===== config.mk =====
export PLATFORM = sky130hd
export DESIGN_NAME = prbs_sat_counter
export DESIGN_NICKNAME = d
export VERILOG_FILES = /design/src/rtl/prbs_sat_counter.sv
export SDC_FILE = /design/constraint.sdc
export NUM_CORES = 1
export LEC_CHECK = 0
export CORE_MARGIN = 4
export CORE_UTILIZATION = 49
export DETAILED_ROUTE_END_ITERATION = 16
export PLACE_DENSITY = 0.78
export SYNTH_ARGS = -nofsm -noshare
export SYNTH_HDL_FRONTEND = slang
export SYNTH_SLANG_ARGS = --single-unit

===== constraint.sdc =====
create_clock -name clk -period 2.1 [get_ports clk]
set_input_delay 0.42 -clock clk [delete_from_list [all_inputs] [get_ports clk]]
set_output_delay 0.42 -clock clk [all_outputs]
set_load 0.05 [all_outputs]

===== src/rtl/prbs_sat_counter.sv =====
// prbs_sat_counter: up-counter that sticks at all-ones; clear beats increment
module prbs_sat_counter #(
  parameter int W = 16
) (
  input  logic         clk,
  input  logic         reset,
  input  logic         inc,
  input  logic         clr,
  output logic [W-1:0] count
);
  always_ff @(posedge clk or posedge reset)
    if (reset) count <= '0;
    else if (clr) count <= '0;
    else if (inc && ~&count) count <= count + 1'b1;
endmodule


==> flow_metrics.tcl <==
set metrics [dict create \
    post_cts_buffers 0 \
    grt_max_degree 17 \
    synthCells 104 \
    avgViaCountPerCell 5.70 \
    track_usage_pct 20.1 \
    numCtsBuffers 3 \
    syn_nets 109 \
    r2r_cells 6 \
    status "finished, final reports clean" \
    yosysMostFrequentCell "dfrtp_1" \
    path_depth 1 \
    placed_area_mm2 0.00120 \
    hold_ws_ns 0.493 \
    ios 20 \
    wl_met1_mm 1.02 \
    yosys.area.top_type "dfrtp_1" \
    dp_hpwl_mm 1.75 \
    cp_top_family "buffers and inverters" \
    cp.required_ns 1.68 \
    netlist_top_cells_count "16 x dfrtp_1, 9 x nor2_1, 8 x a21oi_1, 8 x or3_1" \
    switching_share_pct 26.0 \
    wl_met2_mm 1.18 \
    die_area_mm2 0.00264 \
    ys_ff_latch 16 \
    p_int_mw 0.409 \
    tightest_slew_ns 0.620 \
    diodes 0 \
    hold_violations 0 \
    die_x_um 51.4 \
    syn_area_um2 922 \
    p_seq_share_pct 57.4 \
    fin_skew_ns 0.00542 \
    min_path_type "in2async" \
    tritoncts "done" \
    cts-root-buf "clkbuf_4" \
    largest_reg_flops 16 \
    p_per_area_mw_per_mm2 452 \
    layout.nets 138 \
    wirelength_mm 2.31 \
    fin_crit_sh_pct 95.4 \
    worst_setup_path_end_kind "primary output" \
    crit_buf_inv 1 \
    post-route-util_pct 69.3 \
    clock-sinks 16 \
    ys_types 33 \
    worst-setup-path-type "reg2out" \
    die_h_um 51.4 \
    path_clk_slew_ns 0.10 \
    critPathLaunchType "flop" \
    vias 895 \
    synth_edf_count 0 \
    maxCapViolations 0 \
    slew_viol_final 0 \
    drt-initial-drc-count 21 \
    postLayoutCellArea_mm2 0.00122 \
    ir_drop_mv 0.436 \
    antenna_found_initial 0 \
    synthFlopType "dfrtp_1" \
    gp_congestion 0.849 \
    max_slew_margin_pct 58.6 \
    io_buffer_count 19 \
    hold_buffers 0 \
    combPwrFrac_pct 10.6 \
    grt_overflow 0 \
    rsz0062_at_grt "no" \
    top_regs "count: 16 flops" \
    fin_setup_tns_ns 0 \
    syn_area_per_cell_um2 8.87 \
    synth_top_area_share_pct 43.4 \
    rows 15 \
    wl_met3_um 64 \
    top_layer "met4" \
    slowest_stage "clkdlybuf4s50_1" \
    max_stage_delay_ns 0.84 \
    route.detailed.drc 0 \
    first_pass_iters 4 \
    yosysWarningCount 0 \
    grt_pass1_wl_mm 3.93 \
    crit_chain "clkdlybuf4s50_1" \
    path_max_fanout 7 \
    multiInputGateArea_um2 482 \
    p_sw_mw 0.144 \
    cts.htree.levels 1 \
    core_area_mm2 0.00176 \
    max_freq_mhz 499 \
    clk_path_buf_depth 2 \
    crit_arrival_ns 1.58 \
    top_register "count" \
    seq_area_um2 403 \
    cts_resized 0 \
    final-setup-viol-count 0 \
    synth.yosys.seq_area_share_pct 43.4 \
    fillers 153 \
    syn_to_final_growth_pct 32.6 \
    finalCriticalPeriod_ns 2.00 \
    routedWlPerCell_um 14.7 \
    final_layout_size_suffix_gt1_share_pct 15.9 \
    final_antenna_net_count 0 \
    start_util_pct 52.3 \
    power_frac_clock_pct 32.0 \
    clk_latency_ns 0.29 \
    leakagePower_nw 0.460 \
    synthTopCellsByArea "dfrtp_1 43%, or3_1 5.4%, a21oi_1 4.3%" \
    grt_pass1_vias 904 \
    async_reset_ff_share_pct 100 \
]
[stage by stage]
stage	cells	setup WS, ns	total power, mW
after detailed placement	153	-0.126	0.383
after global placement	153	-0.0659	0.381
final	157	0.0969	0.553
after CTS	157	0.0829	0.557
after global routing	157	0.0118	0.578
after floorplan	104	0.0640	0.358
[worst paths after layout]
kind	from	to	slack (ns)
setup reg to reg	count[0]	count[14]	0.26
min in group clk	count[4]	count[4]	0.54
hold reg to reg	count[4]	count[4]	0.54
max in group asynchronous	reset	count[0]	1.17
hold / removal	reset	count[6]	0.49
setup / recovery	count[8]	count[8]	0.1
[routing by layer]
metal	up-vias	global-route usage, %
met5	-	0
met4	0	8.73
met2	16	36.2
met3	4	3.79
li1	440	-
met1	435	22.8
[cells by family after synthesis]
logic type      count (synthesis)  share of synthesized area, %
simple gates                   46                          27.7
compound gates                 27                          18.5
flops                          16                          43.4
buf+inv                        10                          4.34
mux                             4                          4.75
fa+ha+maj                       1                          1.36
[power groups by stage]
stage | sequential, mW | clock (mW) | combinational [mW]
global placement | 0.323 | 0 | 0.0580
CTS | 0.317 | 0.180 | 0.0594
detailed placement | 0.324 | 0 | 0.0592
floorplan | 0.336 | 0 | 0.0221
global route | 0.319 | 0.196 | 0.0638
finish | 0.318 | 0.177 | 0.0584
[layout by cell type (no fill, tap or decap), drive strengths merged]
cell type and n:
a21boi 1, nor3b 1, mux2 3, a31o 1
a211oi 2, o21bai 1, nor3 2, or4 3
dfrtp 16, nor2b 2, nand2b 4, mux2i 1
ha 1, nand3 6, a31oi 2, inv 6
buf 9, a21oi 8, o21ai 5, a2111oi 1
o31ai 5, nand4 1, and3 2, nand2 6
clkbuf 4, nor2 9, o211ai 1, nor4 1
or2 1, or3 8, clkdlybuf4s50 19
[layout make-up]
type | count | share of cell area (%)
inverter | 6 | 1.84
sequential | 16 | 33.0
clock buffer | 4 | 2.15
timing repair buffer | 28 | 21.1
tap | 25 | 2.56
multi-input combinational | 78 | 39.4
Note: power is estimated with default switching activity, not from simulation.
